--- config.mk ---
export PLATFORM = sky130hd
export DESIGN_NAME = mac_array_ctrl
export DESIGN_NICKNAME = d
export VERILOG_FILES = /design/src/rtl/mac_ctrl_pkg.sv /design/src/rtl/mac_ctrl_phase_cnt.sv /design/src/rtl/mac_array_ctrl.sv
export SDC_FILE = /design/constraint.sdc
export NUM_CORES = 1
export LEC_CHECK = 0
export ABC_AREA = 1
export CAP_MARGIN = 25
export CORE_UTILIZATION = 36
export DETAILED_ROUTE_END_ITERATION = 8
export DONT_BUFFER_PORTS = 1
export PLACE_DENSITY = 0.51
export SLEW_MARGIN = 20
export SYNTH_ARGS = -nofsm -noshare
export SYNTH_HDL_FRONTEND = slang
export SYNTH_SLANG_ARGS = --single-unit
--- constraint.sdc ---
create_clock -name clk -period 1.7 [get_ports clk]
set_input_delay 0.425 -clock clk [delete_from_list [all_inputs] [get_ports clk]]
set_output_delay 0.425 -clock clk [all_outputs]
set_load 0.005 [all_outputs]
--- src/rtl/mac_ctrl_pkg.sv ---
// mac_ctrl_pkg: shared states, instruction bit indices and flush-depth helper
package mac_ctrl_pkg;
  typedef enum logic [2:0] {IDLE, WLOAD, WFLUSH, EXEC, DRAIN, DONE} state_t;
  localparam int INST_LOAD = 0;
  localparam int INST_EXEC = 1;
  function automatic int flush_len(input int r, input int c);
    return r + c - 1;
  endfunction
endpackage

--- src/rtl/mac_ctrl_phase_cnt.sv ---
// mac_ctrl_phase_cnt: loadable down-counter with terminal-count flag
module mac_ctrl_phase_cnt #(
  parameter int W = 16
) (
  input  logic         clk,
  input  logic         reset,
  input  logic         load,
  input  logic [W-1:0] ld_val,
  output logic         tc
);
  logic [W-1:0] cnt;
  // count down to zero, restart on load
  always_ff @(posedge clk)
    if (reset) cnt <= '0;
    else if (load) cnt <= ld_val;
    else if (cnt != '0) cnt <= cnt - W'(1);
  assign tc = cnt == '0;
endmodule

--- src/rtl/mac_array_ctrl.sv ---
// mac_array_ctrl: systolic MAC array tile sequencer (optional MAC_ARRAY_CTRL_PERF_EN adds perf_cycles)
module mac_array_ctrl
  import mac_ctrl_pkg::*;
#(
  parameter int row     = 8,
  parameter int col     = 8,
  parameter int len_bw  = 8,
  parameter int addr_bw = 11
) (
  input  logic               clk,
  input  logic               reset,
  input  logic               start,
  input  logic [len_bw-1:0]  cfg_len,
  output logic               sram_rd,
  output logic [addr_bw-1:0] sram_addr,
  output logic               inst_load,
  output logic               inst_exec,
  output logic               mac_en,
  output logic               busy,
  output logic               done
`ifdef MAC_ARRAY_CTRL_PERF_EN
  ,
  output logic [15:0]        perf_cycles
`endif
);
  localparam int FLUSH = flush_len(row, col);
  localparam int CW = 16;
  state_t state, nxt;
  logic [len_bw-1:0] len;
  logic [1:0] inst, inst_n;
  logic ld, tc, rd_n, accept;
  logic [CW-1:0] ld_val;
  logic [addr_bw-1:0] addr_n;
  assign accept = state == IDLE && start;
  mac_ctrl_phase_cnt #(.W(CW)) u_cnt (
    .clk   (clk),
    .reset (reset),
    .load  (ld),
    .ld_val(ld_val),
    .tc    (tc)
  );
  // next state, phase-counter reload and next registered outputs
  always_comb begin
    nxt = state;
    ld = 1'b0;
    ld_val = '0;
    case (state)
      IDLE: if (start) begin
        nxt = cfg_len != '0 ? WLOAD : DONE;
        ld = 1'b1;
        ld_val = CW'(col - 1);
      end
      WLOAD: if (tc) begin
        nxt = WFLUSH;
        ld = 1'b1;
        ld_val = CW'(FLUSH - 1);
      end
      WFLUSH: if (tc) begin
        nxt = EXEC;
        ld = 1'b1;
        ld_val = CW'(len) - CW'(1);
      end
      EXEC: if (tc) begin
        nxt = DRAIN;
        ld = 1'b1;
        ld_val = CW'(FLUSH - 1);
      end
      DRAIN: nxt = tc ? DONE : DRAIN;
      default: nxt = IDLE;
    endcase
    rd_n = nxt == WLOAD || nxt == EXEC;
    addr_n = nxt == WLOAD ? (state == WLOAD ? sram_addr + addr_bw'(1) : '0) :
             nxt == EXEC  ? (state == EXEC ? sram_addr + addr_bw'(1) : addr_bw'(col)) : '0;
    inst_n = '0;
    inst_n[INST_LOAD] = sram_rd && state == WLOAD;
    inst_n[INST_EXEC] = sram_rd && state == EXEC;
  end
  // state and registered outputs; instructions trail the read enable by the SRAM latency
  always_ff @(posedge clk)
    if (reset) begin
      state <= IDLE;
      len <= '0;
      sram_rd <= 1'b0;
      sram_addr <= '0;
      inst <= '0;
      mac_en <= 1'b0;
      busy <= 1'b0;
      done <= 1'b0;
    end else begin
      state <= nxt;
      if (accept) len <= cfg_len;
      sram_rd <= rd_n;
      sram_addr <= addr_n;
      inst <= inst_n;
      mac_en <= inst_n[INST_EXEC] || nxt == DRAIN;
      busy <= nxt != IDLE;
      done <= nxt == DONE;
    end
  assign inst_load = inst[INST_LOAD];
  assign inst_exec = inst[INST_EXEC];
`ifdef MAC_ARRAY_CTRL_PERF_EN
  // busy-cycle counter, saturating, cleared on each accepted start
  always_ff @(posedge clk)
    if (reset) perf_cycles <= '0;
    else if (accept) perf_cycles <= '0;
    else if (busy && perf_cycles != 16'hFFFF) perf_cycles <= perf_cycles + 16'd1;
`endif
endmodule

---- Yosys cells after proc, flatten, opt, wreduce, memory -nomap -nowiden ----
Cells that the tools add are included.
cells by class
  $add $sub $neg .......................... 3
  eq/ne operators ......................... 8
  mux-type cells .......................... 20
  reductions and logical operators ........ 13
operators with widths
  cell                                                                   number
  16-bit two-way mux                                                     3
  16-bit one-hot mux with 3 select lines                                 1
  11-bit two-way mux                                                     4
  3-bit two-way mux                                                      6
  16-bit zero test                                                       1
  16-bit nonzero test                                                    1
  16-bit by 1-bit subtractor with 16-bit output (second input constant)  1
  3-bit one-hot mux with 5 select lines                                  1
  11-bit by 1-bit adder with 11-bit output (second input constant)       1
  3-bit by 2-bit == test with 1-bit output (second input constant)       3
  3-bit == test (second input constant)                                  3
  8-bit by 1-bit subtractor with 9-bit output (second input constant)    1
  8-bit nonzero test                                                     1
  3-bit by 1-bit == test with 1-bit output (second input constant)       2
  4-bit two-way mux                                                      1
  1-bit logical AND                                                      3
  3-bit zero test                                                        1
  1-bit two-way mux                                                      3
  3-bit nonzero test                                                     1
  3-bit OR reduction                                                     1
  1-bit logical OR                                                       2
  1-bit one-hot mux with 2 select lines                                  1
  2-bit nonzero test                                                     1
  2-bit OR reduction                                                     1
storage, ports and cells
  flip-flop bits (word level) ............. 44
  input bits .............................. 11

---- Logic depth before layout (Yosys ltp) ----
Gate-level depths: netlist (run 1).
  depth in word-level cells ............... 7
  gate-level depth with buffers ........... 13
  gate-level depth less buffers ........... 13

---- Cells and area by module ----
Synthesis (run 1) repeated with hierarchy kept, for this count alone.
second synthesis, totals
  cell total of the unflattened synthesis .. 378
  area, all modules ....................... 2568.7 sq um
modules (own cells, without submodules)
  module              times used  cells each  area each (sq um)  sequential area each (sq um)
  mac_array_ctrl      1           199         1453.9             560.5
  mac_ctrl_phase_cnt  1           179         1114.8             320.3

---- Least setup slack after synthesis (run 1) ----
OpenSTA, ideal clock, no wires.
  kind .................................... reg-to-reg
  start point ............................. register u_cnt.cnt[0]
  end point ............................... register u_cnt.cnt[10]
  setup time .............................. 0.113 ns
  data arrival time ....................... 1.509 ns
  path slack .............................. 0.078 ns
  cell stages (with the launch flop) ...... 14
  path buffers ............................ 1
  path through ............................ dfxtp_1 -> inv_1 -> ha_1 -> nand2_1 -> nor2_2 -> nand2_4 -> clkinv_8 -> o21ai_4 -> nand2_8 -> inv_6 -> nand2_8 -> nand2_4 -> buf_6 -> nor2_1
between the ends
  longest elaborated chain between the ends .. 4
RTL lines
  element                                                                                RTL line                  text
  start: declaration                                                                     mac_ctrl_phase_cnt.sv:11  logic [W-1:0] cnt;
  start signal: assignment                                                               mac_ctrl_phase_cnt.sv:15  else if (load) cnt <= ld_val;
  start signal: assignment                                                               mac_ctrl_phase_cnt.sv:16  else if (cnt != '0) cnt <= cnt - W'(1);
  branches (longest 4 deep; another with 16-bit by 1-bit subtractor with 16-bit output)  -
Parallel ways; which one is timed is not known. The select of a mux whose other input is x is not followed.
A chain may end at the register's enable or synchronous reset.

---- Worst setup path after layout (run 1) ----
  start point ............................. register u_cnt.cnt[1]
  end point ............................... register sram_addr[3]
between the ends
  longest elaborated chain between the ends .. 6
RTL lines
  element                                    RTL line                  text
  16-bit zero test (*)                       mac_ctrl_phase_cnt.sv:17  assign tc = cnt == '0;
  1-bit two-way mux (tied with other cells)  mac_array_ctrl.sv:68      DRAIN: nxt = tc ? DONE : DRAIN;
  3-bit one-hot mux with 5 select lines (*)  mac_array_ctrl.sv:47      case (state)
  3-bit by 2-bit == test with 1-bit output   mac_array_ctrl.sv:73      nxt == EXEC ? (state == EXEC ? sram_addr + addr_bw'(1) : addr_bw'(col)) : '0;
  11-bit two-way mux                         mac_array_ctrl.sv:73
  11-bit two-way mux (*)                     mac_array_ctrl.sv:72      addr_n = nxt == WLOAD ? (state == WLOAD ? sram_addr + addr_bw'(1) : '0) :
  end signal: assignment                     mac_array_ctrl.sv:93      sram_addr <= addr_n;
  end: declaration                           mac_array_ctrl.sv:15      output logic [addr_bw-1:0] sram_addr,
Every way passes the cells marked *; elsewhere a longest branch is shown, timed or not.

==> results of run 1 <==
==> state kept, by name, indices dropped and copies added (netlist names) <==
register and cells:
busy 1, done 1, inst 2, len 8, mac_en 1, sram_addr 11, sram_rd 1, state 3
u_cnt.cnt 16
==> metrics by stage <==
step / setup TNS, ps / hold slack, ps / setup WS, ps / power, mW / cell area, sq um
after floorplan: 0 / 453.6 / 78.08 / 2.665 / 2360
after global placement: -2.395 / 481.5 / -2.395 / 3.133 / 2571
after detailed placement: 0 / 482.0 / 22.57 / 3.129 / 2571
after CTS: 0 / 169.9 / 16.21 / 3.980 / 2694
after global routing: -109.0 / 167.5 / -36.42 / 4.716 / 2939
final: 0 / 179.9 / 57.72 / 4.377 / 2939
==> layer usage <==
layer | global-route usage | vias to the layer above | part of all wire
met4 | 0.06113 | 0 | 0.012
met3 | 0.03479 | 7 | 0.036
met5 | 0 | - | 0
met2 | 0.2735 | 30 | 0.47
met1 | 0.2118 | 936 | 0.48
li1 | - | 1118 | -
==> cells in the mapped netlist, types with 2 or more instances <==
cell type  number  area, sq um
nand2_4         3        33.78
a21oi_1        20        100.1
nand2_1        41        153.9
nand4_1         4        25.02
a31oi_1         5        31.28
nand3_1        17        85.08
nor2_4          3        33.78
xnor2_1         2        17.52
o31ai_1         3        22.52
a211oi_1        3        22.52
ha_1            4        50.05
nor2_1         58        217.7
inv_1          39        146.4
nand2_8         2        40.04
nor2_2          7        43.79
clkbuf_1        3        11.26
o21ai_0        18        90.09
dfxtp_1        44        880.8
inv_2           2        7.510
xor2_1         11        96.34
o21ai_2         2        17.52
a21oi_2         2        17.52
nor3_1          9        45.04
nor4_1          5        31.28
nor3_2          2        20.02
==> final cells by class <==
class / instances / area, sq um / share of cell area
Timing Repair Buffer: 32 / 240.2 / 0.08174
Tap cell: 77 / 96.34 / 0.03278
Clock inverter: 3 / 46.29 / 0.01575
Clock buffer: 5 / 68.82 / 0.02341
Inverter: 44 / 192.7 / 0.06556
Sequential cell: 44 / 892.1 / 0.3035
Multi-Input combinational cell: 229 / 1403 / 0.4772
==> worst paths after layout <==
check                    start           end  slack (ps)  depth (start not counted)
hold / removal           reset  sram_addr[2]         180                          1
hold reg to reg        sram_rd       inst[0]         500                          2
setup reg to reg  u_cnt.cnt[1]  sram_addr[3]          60                         11
setup / recovery  u_cnt.cnt[1]  sram_addr[3]          60                         11
==> critical path: stages (launching register included) <==
cell and delay (ps):
dfxtp_4 370, inv_4 70, ha_4 150, nand2_1 60
nor2_2 150, nand2_1 130, a21oi_1 210, nand2_2 110
nand3_1 130, nor2_1 50, nor2_1 80, nor2_1 40
==> cell usage in the layout, fill, tap and decap left out, types with 2 or more instances in the layout <==
cell type	count
a21oi_2	2
nor2_1	51
o21ai_0	18
nand3_1	15
nand2_4	4
nor2_4	11
xnor2_1	2
dfxtp_1	37
nor3_1	9
inv_2	4
a211oi_1	3
buf_4	32
nand2_8	3
nor3_2	2
xor2_1	11
inv_1	37
a31oi_1	4
nand2_2	2
nor2_2	6
ha_1	3
clkinv_8	2
dfxtp_2	6
clkbuf_8	5
nand4_1	4
o31ai_1	3
nand3_2	2
a21oi_1	20
o21ai_4	2
nor4_1	4
nand2_1	38
==> power groups by stage <==
stage / Clock (mW) / Combinational, mW / Sequential (mW)
after floorplan: 0 / 1.36 / 1.30
after global placement: 0 / 1.83 / 1.31
after detailed placement: 0 / 1.82 / 1.31
after CTS: 0.854 / 1.84 / 1.29
after global routing: 0.893 / 2.47 / 1.35
final: 0.836 / 2.21 / 1.33
==> what timing repair did <==
action / CTS / global route
buffers inserted: 0 / 13
setup endpoints to repair: 1 / 32
gates resized for setup: 1 / 42
pin swaps: 0 / 15
hold endpoints to repair: 0 / 0
==> cells by family (layout without fill, tap and decap cells) <==
logic type | after synthesis | count (layout) | synth area share
and+or+nand+nor | 155 | 155 | 0.3218
xor gates and xnor gates | 13 | 13 | 0.04825
adders and majority gates | 4 | 4 | 0.02121
buffers and inverters | 49 | 84 | 0.08908
AOI/OAI and AO/OA | 57 | 57 | 0.1463
DFF | 44 | 44 | 0.3733
==> impl_metrics.ini, run 1 <==
[status]
run_status = finished clean

[cells_and_area]
area_growth_syn_to_layout_pct = 24.55
finish.utilization = 0.4629
layout-drive-gt1-share = 0.2661
n_antenna_cell = 0
n_fill_cell = 641
instances_no_fill = 434
num-nets-final = 371

[setup_path]
cp_data_required_time_ps = 1910
criticalPathCategory = flip-flop to flip-flop
startpoint_type = flip-flop
setup.worst_path.end_class = flip-flop
timing.critical_path.arrival_ps = 1850
crit_fanout = 4

[timing]
report.final.slew_viol_count = 0
finalClockSkew_ps = 5.711
rsz0062_at_grt = true
finalSetupViolCount = 0
period_share = 0.9660
fmax_mhz = 608.9
hold_viol = 0
slew_headroom = 0.6382
fin_crit_ps = 1642
tightest_slew_ps = 542.1

[run]
drv_cap = 0

[power]
p_clk_frac = 0.191
power_frac_seq = 0.304
leakagePower_nw = 1.225
internal-power_mw = 2.578
p_switching_mw = 1.799
irDropWorstVdd_mv = 0.6335
pwr-share-comb = 0.505
pwr_density_cell_nw_per_um2 = 1489
sw_frac_of_total = 0.4109

[clocking]
cts_max_path_buffers = 2
clock_sinks = 44
cts_tree = built
cts_buffers = 5
h-tree-depth = 2
holdBufCountCts = 0
clk_pin_slew_worst_paths_ps = 90
clock_latency_ps = 300
root_buffer = clkbuf_8

[yosys]
synth.distinct_cells = 38
avgSynthCellArea_sq_um = 7.328
async_flop_share = 0
netlist_area_sq_um = 2360
synth_top_flop_cell = dfxtp_1
synth_seq_area_share = 0.3733
synth.ff_latch_count = 44
synth_cells = 322
syn_nets = 337
synth_edf_count = 0
ys.warnings.count = 0

[placement]
hpwl_mm = 4.041
dpl.cell_count = 413
port_buffers = 0
place_congestion = 0.8074

[floorplan]
core_sq_um = 6350
ios = 28
die_w_um = 82.96
rows = 29
die_h_um = 82.96
die_area_sq_um = 6882
initial_utilization = 0.3716

[routing]
drtAntennaViolNets = 0
routedWlPerCell_um = 12.68
drt-initial-drc-count = 50
drt-total-wl_mm = 5.501
drc_errors = 0
vias = 2091
via_per_inst = 4.818
drtPass1Iterations = 4

[global_routing]
grtUsageTotal = 0.1654
grt_pass1_wl_mm = 9.225
grt_max_degree = 18
grt_pass1_vias = 2030
grt-ovfl-total = 0
grt_antenna_before_repair = 0

[hold_path]
hp-class = input port to flip-flop
Note: power is estimated with default switching activity, not from simulation.
==> inputs of run 2 (changes only) <==
CORE_MARGIN = 2   (was default)
GPL_TIMING_DRIVEN = 0   (was default)
==> impl_metrics.ini, run 2 (synthesis gave the netlist of run 1 again) <==
[clocking]
h-tree-depth = 2
clock_sinks = 44
holdBufCountCts = 0
cts_tree = built
cts_max_path_buffers = 2
clk_pin_slew_worst_paths_ps = 90
cts_buffers = 5
clock_latency_ps = 300
root_buffer = clkbuf_8

[timing]
fin_crit_ps = 1676
tightest_slew_ps = 549.2
report.final.slew_viol_count = 0
slew_headroom = 0.6339
fmax_mhz = 596.7
rsz0062_at_grt = true
period_share = 0.9858
finalClockSkew_ps = 10.35
finalSetupViolCount = 0
hold_viol = 0

[routing]
drtPass1Iterations = 4
drc_errors = 0
drt-initial-drc-count = 68
routedWlPerCell_um = 13.59
drt-total-wl_mm = 5.870
via_per_inst = 4.956
vias = 2141
drtAntennaViolNets = 0

[setup_path]
startpoint = u_cnt.cnt[1]
r2r_setup_slack_ps = 20
startpoint_type = flip-flop
crit_fanout = 7
setup.worst_path.end_class = flip-flop
criticalPathCategory = flip-flop to flip-flop
cp_data_required_time_ps = 1930
reg2regPathDepth = 11
timing.critical_path.arrival_ps = 1910
r2r-start = u_cnt.cnt[1]
r2r-end = u_cnt.cnt[15]

[hold_path]
hp-class = input port to flip-flop
hold-path-endpoint = len[0]
hp-start = cfg_len[0]
holdPathStages = 2

[cells_and_area]
n_antenna_cell = 0
area_growth_syn_to_layout_pct = 24.71
finish.utilization = 0.4634
register_area_sq_um = 893.4
largest_reg_flops = 16
num-nets-final = 369
instances_no_fill = 432
multi_input_area_sq_um = 1416
layout-drive-gt1-share = 0.2648
final_cell_mix = nor2_1, nand2_1, dfxtp_1
largest-register = u_cnt.cnt
n_fill_cell = 674
largestRegisters = u_cnt.cnt x16, sram_addr x11, len x8
mostFrequentLayoutCell = nor2_1

[global_routing]
met2_usage = 0.2763
grt_pass1_vias = 2099
grtUsageTotal = 0.1688
grt_pass1_wl_mm = 9.832
busiest_layer = met2
grt-ovfl-total = 0
gr-usage-met3 = 0.03599
use_met1 = 0.2243
grt_antenna_before_repair = 0
grt_max_degree = 15

[placement]
place_congestion = 0.7715
port_buffers = 0
dpl.cell_count = 399
hpwl_mm = 4.086

[status]
run_status = finished clean

[power]
p_clk_frac = 0.167
irDropWorstVdd_mv = 0.6303
internal-power_mw = 2.468
power_mw = 4.297
pwr_density_cell_nw_per_um2 = 1460
p_switching_mw = 1.829
pwr-share-comb = 0.521
leakagePower_nw = 1.179
power_frac_seq = 0.312
sw_frac_of_total = 0.4256

[run]
drv_cap = 0

[floorplan]
initial_utilization = 0.3716
rows = 29
die_w_um = 84.96
die_area_sq_um = 7218
ios = 28
die_h_um = 84.96
core_sq_um = 6350
-- run 2: changes by cell type in the layout (fill, tap and decap cells not counted), moves of 3 or more --
cell | previous run | this run
nor2_2 | 6 | 10
buf_4 | 32 | 22
clkbuf_1 | 0 | 3
inv_1 | 37 | 34
-- run 2: worst max-delay path by stage --
stage,end
global placement,u_cnt.cnt[15]
CTS,u_cnt.cnt[15]
floorplan,u_cnt.cnt[10]
detailed placement,u_cnt.cnt[10]
global route,u_cnt.cnt[15]
finish,u_cnt.cnt[15]
-- run 2: cell type report --
| class | instances | share of cell area |
|---|---|---|
| buffer | 5 | 0.01063 |
| inverter | 44 | 0.06548 |
| clock buffer | 6 | 0.02806 |
| tap | 77 | 0.03274 |
| timing repair buffer | 25 | 0.07313 |
| clock inverter | 2 | 0.005102 |
| multi-input combinational | 229 | 0.4813 |
| sequential | 44 | 0.3036 |
-- run 2: what timing repair did --
item | in CTS | in global routing
endpoints found under the hold margin | 0 | 0
pin swaps | 10 | 23
endpoints found under the setup margin | 20 | 21
resized for setup | 22 | 32
gates cloned | 1 | 0
setup buffers | 14 | 10
-- run 2: layer usage --
layer,vias to the layer above,part of all wire
met5,-,0
met4,0,0.015
met3,7,0.027
met2,28,0.47
met1,991,0.49
li1,1115,-
-- run 2: power by group through the flow --
stage | Sequential, mW | Clock [mW] | Combinational [mW]
2_1_floorplan | 1.30 | 0 | 1.36
3_3_place_gp | 1.33 | 0 | 1.65
3_5_place_dp | 1.33 | 0 | 1.67
4_1_cts | 1.32 | 0.737 | 2.00
5_1_grt | 1.36 | 0.780 | 2.50
6_report | 1.34 | 0.718 | 2.24
-- run 2: critical path: stages (launching register included) --
cell,delay (ps)
dfxtp_2,340
inv_2,90
ha_4,150
nand2_4,50
nor2_4,130
nand2_4,90
buf_6,130
nor2_4,100
nand3_4,120
o21ai_4,240
nor2_1,70
nor2_1,90
-- run 2: per-stage QoR --
step / cell area (sq um) / setup WS, ps / TNS [ps] / hold slack (ps)
5_1_grt: 2943 / -97.70 / -799.8 / 303.5
6_report: 2943 / 24.18 / 0 / 301.8
3_3_place_gp: 2456 / -186.1 / -2147 / 483.7
4_1_cts: 2773 / 0.09703 / 0 / 298.1
2_1_floorplan: 2360 / 78.08 / 0 / 453.6
3_5_place_dp: 2456 / -183.7 / -2176 / 489.0
